==> src/rtl/alu_cmd_driver_if.sv <==
// Command/response handshake bundle between a controller
// and the ALU command driver.
interface alu_cmd_driver_if #(
  parameter int DW   = 16,
  parameter int OPW  = 4,
  parameter int TAGW = 4
) ();
  logic            cmd_valid;
  logic            cmd_ready;
  logic [DW-1:0]   cmd_a;
  logic [DW-1:0]   cmd_b;
  logic [OPW-1:0]  cmd_op;
  logic [TAGW-1:0] cmd_tag;
  logic            cmd_chain;
  logic            rsp_valid;
  logic            rsp_ready;
  logic [DW-1:0]   rsp_result;
  logic            rsp_v;
  logic            rsp_n;
  logic [TAGW-1:0] rsp_tag;

  modport master (
    output cmd_valid, cmd_a, cmd_b, cmd_op,
    output cmd_tag, cmd_chain, rsp_ready,
    input  cmd_ready, rsp_valid, rsp_result,
    input  rsp_v, rsp_n, rsp_tag
  );

  modport slave (
    input  cmd_valid, cmd_a, cmd_b, cmd_op,
    input  cmd_tag, cmd_chain, rsp_ready,
    output cmd_ready, rsp_valid, rsp_result,
    output rsp_v, rsp_n, rsp_tag
  );
endinterface

==> src/rtl/alu_cmd_driver.sv <==
// Drives a combinational ALU, waits SETTLE cycles, returns result.
// Define ALU_DRV_CHAIN_EN to let cmd_chain feed back the last result.
module alu_cmd_driver #(
  parameter int             DW      = 16,
  parameter int             OPW     = 4,
  parameter int             TAGW    = 4,
  parameter int             SETTLE  = 1,
  parameter logic [OPW-1:0] IDLE_OP = 4'hF
) (
  input  logic             clk,
  input  logic             rst_n,
  alu_cmd_driver_if.slave  bus,
  output logic [DW-1:0]    alu_a,
  output logic [DW-1:0]    alu_b,
  output logic [OPW-1:0]   alu_op,
  input  logic [DW-1:0]    alu_result,
  input  logic             alu_v,
  input  logic             alu_n,
  output logic             busy,
  output logic [15:0]      op_cnt,
  output logic [7:0]       ovf_cnt
);

  if (SETTLE < 1 || SETTLE > 15) begin : g_bad_settle
    $error("alu_cmd_driver: SETTLE must be 1..15");
  end

  localparam logic [3:0] CNT_LD = 4'(SETTLE - 1);

  typedef enum logic [1:0] {
    S_IDLE,
    S_SETTLE,
    S_RESP
  } state_t;

  state_t          state;
  state_t          state_nxt;
  logic [3:0]      cnt;
  logic [TAGW-1:0] tag_q;
  logic [DW-1:0]   res_q;
  logic            v_q;
  logic            n_q;
  logic [TAGW-1:0] rtag_q;
  logic [DW-1:0]   a_sel;
  logic            accept;
  logic            capture;
  logic            done;

`ifdef ALU_DRV_CHAIN_EN
  logic [DW-1:0] last_result;
  assign a_sel = bus.cmd_chain ? last_result : bus.cmd_a;
`else
  assign a_sel = bus.cmd_a;
`endif

  always_ff @(posedge clk or negedge rst_n) begin
    if (!rst_n) state <= S_IDLE;
    else        state <= state_nxt;
  end

  always_comb begin
    state_nxt = state;
    accept    = 1'b0;
    capture   = 1'b0;
    done      = 1'b0;
    unique case (state)
      S_IDLE: if (bus.cmd_valid) begin
        accept    = 1'b1;
        state_nxt = S_SETTLE;
      end
      S_SETTLE: if (cnt == 4'd0) begin
        capture   = 1'b1;
        state_nxt = S_RESP;
      end
      S_RESP: if (bus.rsp_ready) begin
        done      = 1'b1;
        state_nxt = S_IDLE;
      end
      default: state_nxt = S_IDLE;
    endcase
  end

  assign bus.cmd_ready  = (state == S_IDLE);
  assign bus.rsp_valid  = (state == S_RESP);
  assign busy           = (state != S_IDLE);
  assign bus.rsp_result = res_q;
  assign bus.rsp_v      = v_q;
  assign bus.rsp_n      = n_q;
  assign bus.rsp_tag    = rtag_q;

  always_ff @(posedge clk or negedge rst_n) begin
    if (!rst_n) begin
      alu_a   <= '0;
      alu_b   <= '0;
      alu_op  <= IDLE_OP;
      tag_q   <= '0;
      cnt     <= '0;
      res_q   <= '0;
      v_q     <= 1'b0;
      n_q     <= 1'b0;
      rtag_q  <= '0;
      op_cnt  <= '0;
      ovf_cnt <= '0;
`ifdef ALU_DRV_CHAIN_EN
      last_result <= '0;
`endif
    end else begin
      if (accept) begin
        alu_a  <= a_sel;
        alu_b  <= bus.cmd_b;
        alu_op <= bus.cmd_op;
        tag_q  <= bus.cmd_tag;
        cnt    <= CNT_LD;
      end
      if (state == S_SETTLE && cnt != 4'd0)
        cnt <= cnt - 4'd1;
      if (capture) begin
        res_q  <= alu_result;
        v_q    <= alu_v;
        n_q    <= alu_n;
        rtag_q <= tag_q;
        op_cnt <= op_cnt + 16'd1;
        if (alu_v && ovf_cnt != 8'hFF)
          ovf_cnt <= ovf_cnt + 8'd1;
`ifdef ALU_DRV_CHAIN_EN
        last_result <= alu_result;
`endif
      end
      // operands stay put so the ALU output does not glitch
      if (done)
        alu_op <= IDLE_OP;
    end
  end

endmodule
==> src/flat_wrapper.sv <==
// flat-port wrapper written by rule: the top's interface ports become plain ports
module alu_cmd_driver_flat 
#(
  parameter int             DW      = 16,
  parameter int             OPW     = 4,
  parameter int             TAGW    = 4,
  parameter int             SETTLE  = 1,
  parameter logic [OPW-1:0] IDLE_OP = 4'hF
)
  (clk, rst_n, alu_a, alu_b, alu_op, alu_result, alu_v, alu_n, busy, op_cnt, ovf_cnt, bus_cmd_valid, bus_cmd_a, bus_cmd_b, bus_cmd_op, bus_cmd_tag, bus_cmd_chain, bus_rsp_ready, bus_cmd_ready, bus_rsp_valid, bus_rsp_result, bus_rsp_v, bus_rsp_n, bus_rsp_tag);
  alu_cmd_driver_if #(.DW(DW), .OPW(OPW), .TAGW(TAGW)) bus_i ();
  input  logic clk;
  input  logic rst_n;
  output logic [DW-1:0] alu_a;
  output logic [DW-1:0] alu_b;
  output logic [OPW-1:0] alu_op;
  input  logic [DW-1:0] alu_result;
  input  logic alu_v;
  input  logic alu_n;
  output logic busy;
  output logic [15:0] op_cnt;
  output logic [7:0] ovf_cnt;
  input wire logic [$bits(bus_i.cmd_valid)-1:0] bus_cmd_valid;
  input wire logic [$bits(bus_i.cmd_a)-1:0] bus_cmd_a;
  input wire logic [$bits(bus_i.cmd_b)-1:0] bus_cmd_b;
  input wire logic [$bits(bus_i.cmd_op)-1:0] bus_cmd_op;
  input wire logic [$bits(bus_i.cmd_tag)-1:0] bus_cmd_tag;
  input wire logic [$bits(bus_i.cmd_chain)-1:0] bus_cmd_chain;
  input wire logic [$bits(bus_i.rsp_ready)-1:0] bus_rsp_ready;
  output wire logic [$bits(bus_i.cmd_ready)-1:0] bus_cmd_ready;
  output wire logic [$bits(bus_i.rsp_valid)-1:0] bus_rsp_valid;
  output wire logic [$bits(bus_i.rsp_result)-1:0] bus_rsp_result;
  output wire logic [$bits(bus_i.rsp_v)-1:0] bus_rsp_v;
  output wire logic [$bits(bus_i.rsp_n)-1:0] bus_rsp_n;
  output wire logic [$bits(bus_i.rsp_tag)-1:0] bus_rsp_tag;
  assign bus_i.cmd_valid = bus_cmd_valid;
  assign bus_i.cmd_a = bus_cmd_a;
  assign bus_i.cmd_b = bus_cmd_b;
  assign bus_i.cmd_op = bus_cmd_op;
  assign bus_i.cmd_tag = bus_cmd_tag;
  assign bus_i.cmd_chain = bus_cmd_chain;
  assign bus_i.rsp_ready = bus_rsp_ready;
  assign bus_cmd_ready = bus_i.cmd_ready;
  assign bus_rsp_valid = bus_i.rsp_valid;
  assign bus_rsp_result = bus_i.rsp_result;
  assign bus_rsp_v = bus_i.rsp_v;
  assign bus_rsp_n = bus_i.rsp_n;
  assign bus_rsp_tag = bus_i.rsp_tag;
  alu_cmd_driver #(.DW(DW), .OPW(OPW), .TAGW(TAGW), .SETTLE(SETTLE), .IDLE_OP(IDLE_OP)) u_core (.clk(clk), .rst_n(rst_n), .bus(bus_i), .alu_a(alu_a), .alu_b(alu_b), .alu_op(alu_op), .alu_result(alu_result), .alu_v(alu_v), .alu_n(alu_n), .busy(busy), .op_cnt(op_cnt), .ovf_cnt(ovf_cnt));
endmodule
==> config.mk <==
export PLATFORM = sky130hd
export DESIGN_NAME = alu_cmd_driver_flat
export DESIGN_NICKNAME = d
export VERILOG_FILES = /design/src/rtl/alu_cmd_driver_if.sv /design/src/rtl/alu_cmd_driver.sv /design/src/flat_wrapper.sv
export SDC_FILE = /design/constraint.sdc
export NUM_CORES = 1
export LEC_CHECK = 0
export CAP_MARGIN = 20
export CORE_MARGIN = 10
export CORE_UTILIZATION = 47
export DETAILED_ROUTE_END_ITERATION = 12
export HOLD_SLACK_MARGIN = 0.1
export PLACE_DENSITY = 0.86
export SYNTH_ARGS = -nofsm -noshare
export SYNTH_HDL_FRONTEND = slang
export SYNTH_SLANG_ARGS = --single-unit
==> constraint.sdc <==
create_clock -name clk -period 3.1 [get_ports clk]
set_input_delay 0.93 -clock clk [delete_from_list [all_inputs] [get_ports clk]]
set_output_delay 0.93 -clock clk [all_outputs]
set_load 0.01 [all_outputs]
# --- Word-level counts from Yosys, hierarchy flattened ---
# Cells that the tools add are included.
classes:
  addsub: 3
  eq_ne: 6
  muxes: 14
  n_reduce_logical: 10
ops:
  columns: ["cell", "count"]
  rows:
  - ["adder 16 x 1 -> 16 bit (second input constant)", 1]
  - ["2-to-1 mux 4 bit", 4]
  - ["adder 8 x 1 -> 8 bit (second input constant)", 1]
  - ["inequality test 8 bit (second input constant)", 1]
  - ["2-to-1 mux 1 bit", 6]
  - ["2-to-1 mux 2 bit", 3]
  - ["one-hot mux 2 bit (3 select lines)", 1]
  - ["nonzero test 2 bit", 3]
  - ["zero test 4 bit", 1]
  - ["inequality test 2 bit (second input constant)", 2]
  - ["nonzero test 4 bit", 1]
  - ["subtractor 4 x 1 -> 4 bit (second input constant)", 1]
  - ["AND reduction 3 bit", 1]
  - ["equality test 2 x 1 -> 1 bit (second input constant)", 1]
  - ["equality test 2 bit (second input constant)", 1]
  - ["logical AND 1 bit", 2]
  - ["zero test 2 bit", 1]
  - ["inequality test 2 x 1 -> 1 bit (second input constant)", 1]
  - ["AND reduction 2 bit", 1]
word_totals:
  ff_bits: 92
  in_bits: 63
  output_inout_bits: 85
  word_cells: 45

# --- Longest topological paths before layout ---
depth:
  word_depth: 4
  mapped_depth: 8
  depth_no_buf: 6

# --- Worst setup path after synthesis ---
# Ideal clock, no wire load.
synth_timing:
  path_type: "input port to flip-flop"
  startpoint: "input alu_v"
  endpoint: "register u_core.ovf_cnt[1]"
  t_arrival_ns: 1.823
  t_required_ns: 2.975
  slack_ns: 1.152
  cell_stages: 4
  n_path_buf: 0
  cell_sequence: "and3b_1 > nand2_1 > a41oi_1 > mux2_2"
synth_via:
  elab_chain_cells: 2
synth_rtl:
  columns: ["element", "line", "source"]
  rows:
  - ["start: declaration", "flat_wrapper.sv:18", "input logic alu_v;"]
  - ["logical AND 1 bit", "alu_cmd_driver.sv:123", "if (alu_v && ovf_cnt != 8'hFF)"]
  - ["AND reduction 2 bit (no source line)", null, null]
  - ["end signal: assignment", "alu_cmd_driver.sv:124", "ovf_cnt <= ovf_cnt + 8'd1;"]
  - ["end: declaration", "alu_cmd_driver.sv:21", "output logic [7:0] ovf_cnt"]
# No other way between the ends.
# A chain may end at the register's enable or synchronous reset.

# --- Worst setup path after layout ---
layout_timing:
  startpoint: "register u_core.state[1]"
  endpoint: "output bus_cmd_ready"
layout_via:
  elab_chain_cells: 1
layout_rtl:
  columns: ["element", "line", "source"]
  rows:
  - ["start: declaration", "alu_cmd_driver.sv:36", "state_t state;"]
  - ["start signal: assignment", "alu_cmd_driver.sv:58", "else state <= state_nxt;"]
  - ["zero test 2 bit", "alu_cmd_driver.sv:83", "assign bus.cmd_ready = (state == S_IDLE);"]
  - ["end: declaration", "flat_wrapper.sv:30", "output wire logic [$bits(bus_i.cmd_ready)-1:0] bus_cmd_ready;"]
# No other way between the ends.

==> impl_results.md <==
- H-Tree Depth: 3
- Die W: around 110 um
- Crit Path Class: reg -> out
- Pleak: 0.002717 uW
- Vias: 3217
- CTS sink cnt: 92
- Hold-fix buffers, CTS: 0
- Share of cells above drive strength 1: 0.05445
- Inserted Clock Buffers: 9
- Mapped Nets: about 460
- Critical Path End Type: primary output
- Via density: 4.926
- Worst-case clock skew: 0.006031 ns
- Slew Viols, Final: 0
- Antenna violations before repair: 0
- Setup crit start: u_core.state[1]
- # nets final: 612
- Part of the power in registers: 0.390
- NetSw: 1852 uW
- Avg WL per Cell: 15.64 um
- Int Pwr: between 3000 and 4000 uW
- Clk pwr share: 0.171
- Status: finished clean
- R2R cell count: 7
- Critical Path RT: ~2.2 ns
- Buffers on Ports: 146
- Switching share of power: 0.3555
- Seq/Total Area, Yosys: 0.6141
- Netlist cell types: 31
- Yosys reg bits: about 90
- Highest routing layer actually used: met4
- Clock root cell: clkbuf_8
- Measured slew at the worst slew-check pin: 0.5497 ns
- HPWL Detailed: about 7.8 mm
- Largest net degree at the start of global routing: 62
- Critical path, cell by cell: nor2_1, clkdlybuf4s50_1
- Die ar.: 0.01197 mm^2
- Vias in the first global route: 3309
- DRC: 0
- Commonest non-fill, non-tap cell in the layout: nand2_1
- GPL Wtd Cong: 0.7682
- Die height: 109.4 um
- Largest area contributor in the netlist: dfrtp_1
- Hold path depth: 2
- Resized cells post-CTS: 0
- RSZ-0062 raised after global routing: no
- Clock Tree Buf Depth: 2
- Post-CTS setup buffer count: 0
- Fin crit share: 0.8354
- Critical R2R Capture: u_core.op_cnt[3]
- Crit path max fanout: 7
- Drt initial violations: 77
- Critical Path Start Type: flop
- Maximum vdd drop: 0.0005661 V
- CP arrival: 1.66 ns
- Clk Latency, worst-skew pair: 0.35 ns
- Gate power share: 0.439
- Crit-path max cell delay: 0.59 ns
- CTS tree: yes
- Floorplan Core Area: a little under 0.008 mm^2
- Hold crit path type: reg -> reg
- Yosys warns: 0
- Fin. Hold Viols: 0
- Setup tns final: 0 ns
- I/O pin total: 148
- Avg Cell Area, Syn: between 9 and 10 um^2
- Fmax: 386.2 MHz
- Number of diodes: 0
- # rows: 32
- Mapped cell area: 0.003757 mm^2
- Setup slack, reg-to-reg: 0.93 ns
- CTS clock-pin slew for the worst setup and hold paths: around 0.090 ns
- Remaining global-route overflow: 0
- Most frequent cells in the layout: nand2_1 (198), clkdlybuf4s50_1 (145), dfrtp_1 (88)
- Endpoints failing setup: 0
- Pre-antenna DRT Iters: 4
- Top cells by area, synth: dfrtp_1 (59%), nand2_1 (20%), xor2_1 (3.0%), dfstp_2 (2.8%), nand3_1 (1.9%)
- GR Util All Layers: 0.1717
- Worst path slowest cell: clkdlybuf4s50_1
- Tot Pwr: 5208 uW
- WL final: 10.22 mm
- Wire length on met3: 1.381 mm
- Max-cap violation count: 0
- Initial core utilization: 0.4837
- HP Start: u_core.tag_q[0]
- Final worst path period need: 2.590 ns
- Endpoint, Worst Hold: u_core.bus.rsp_tag[0]
- Top-area cell type share of the netlist area: 0.5861
- WL met1: approximately 3.8 mm
- R2r startpoint: u_core.cnt[0]
- Met2 WL: around 5.0 mm
- Global-route wire length before repair: around 16 mm
- Layout area overhead: 48.75%
- ANT nets after route: 0
- Pwr Density: between 900 and 1000 mW/mm^2
- Relative slew slack: 0.6327
- Post-synthesis cell count: 398
==> worst max-delay path: cells and delay by family, from the launching register on <==
kind                   cells  cell delay, ns
and+or+nand+nor            1            0.25
buffers and inverters      1            0.59
DFF                        1            0.47
==> metrics by stage <==
stage	setup WS (ns)	hold slack [ns]	instance area, um^2	std cells	util
floorplan	1.152	0.4386	3757	398	-
global placement	0.6153	0.4467	5364	637	0.6906
detailed placement	0.5731	0.4585	5364	637	0.6906
CTS	0.4950	0.4808	5589	653	0.7196
global route	0.4111	0.5058	5589	653	0.7196
finish	0.5104	0.4741	5589	653	0.7196
==> power by group through the flow <==
stage                     logic [uW]  clock network, uW  registers [uW]
after floorplan                  854                  0            2200
after global placement          2260                  0            2020
after detailed placement        2330                  0            2050
after CTS                       2340                911            2030
after global routing            2540                969            2100
final                           2290                892            2030
==> Yosys cell counts <==
master / count
xor2_1: 13
and2_1: 3
nor3b_4: 1
nor4bb_1: 1
mux2_2: 1
nand3_1: 14
a31oi_1: 2
nor3_1: 8
nor4_1: 1
o21ai_0: 6
buf_1: 1
nand2b_1: 2
nand4_4: 1
ha_1: 3
nand4_1: 4
nor4_2: 1
inv_1: 6
dfstp_2: 4
and3b_1: 2
dfrtp_1: 88
nor2_1: 6
and4_1: 2
clkbuf_1: 11
nand2_1: 198
a41oi_1: 1
and3_1: 4
xnor2_1: 8
o21a_1: 1
nor2b_1: 2
buf_2: 2
nor3b_1: 1
==> cells by family (layout without fill, tap and decap cells) <==
family	Yosys count	count (layout)	synth area share
compound gates	10	10	0.01565
buf+inv	20	173	0.02064
simple gates	251	251	0.2877
fa+ha+maj	3	3	0.009991
xor+xnor	21	21	0.04895
flops	92	92	0.6141
mux	1	1	0.002997
==> final cells by class <==
class,instances,area [um^2]
Sequential cell,92,2307
Fill cell,571,2178
Timing Repair Buffer,151,1534
Multi-Input combinational cell,286,1373
Clock buffer,10,137.6
Tap cell,102,127.6
Clock inverter,6,87.58
Inverter,6,22.52
==> sequential cells by signal, summed over array words and instances (netlist names) <==
signal,cells
u_core.op_cnt,16
u_core.bus.rsp_result,16
u_core.state,2
u_core.bus.rsp_tag,4
u_core.alu_op,4
u_core.alu_b,16
u_core.tag_q,4
u_core.alu_a,16
u_core.ovf_cnt,8
u_core.cnt,4
u_core.bus.rsp_v,1
u_core.bus.rsp_n,1
==> routing by layer <==
layer,global-route usage,up-vias
met2,0.2811,121
met1,0.1887,1534
met4,0.03717,0
met3,0.1024,6
li1,-,1556
met5,0,-
==> worst max-delay path by stage <==
stage,slack (ns),to,depth (start not counted)
2_1_floorplan,1.15,u_core.ovf_cnt[1],4
3_3_place_gp,0.62,u_core.ovf_cnt[1],5
3_5_place_dp,0.57,u_core.ovf_cnt[1],5
4_1_cts,0.49,bus_cmd_ready,2
5_1_grt,0.41,bus_cmd_ready,2
6_report,0.51,bus_cmd_ready,2
Note: power is estimated with default switching activity, not from simulation.
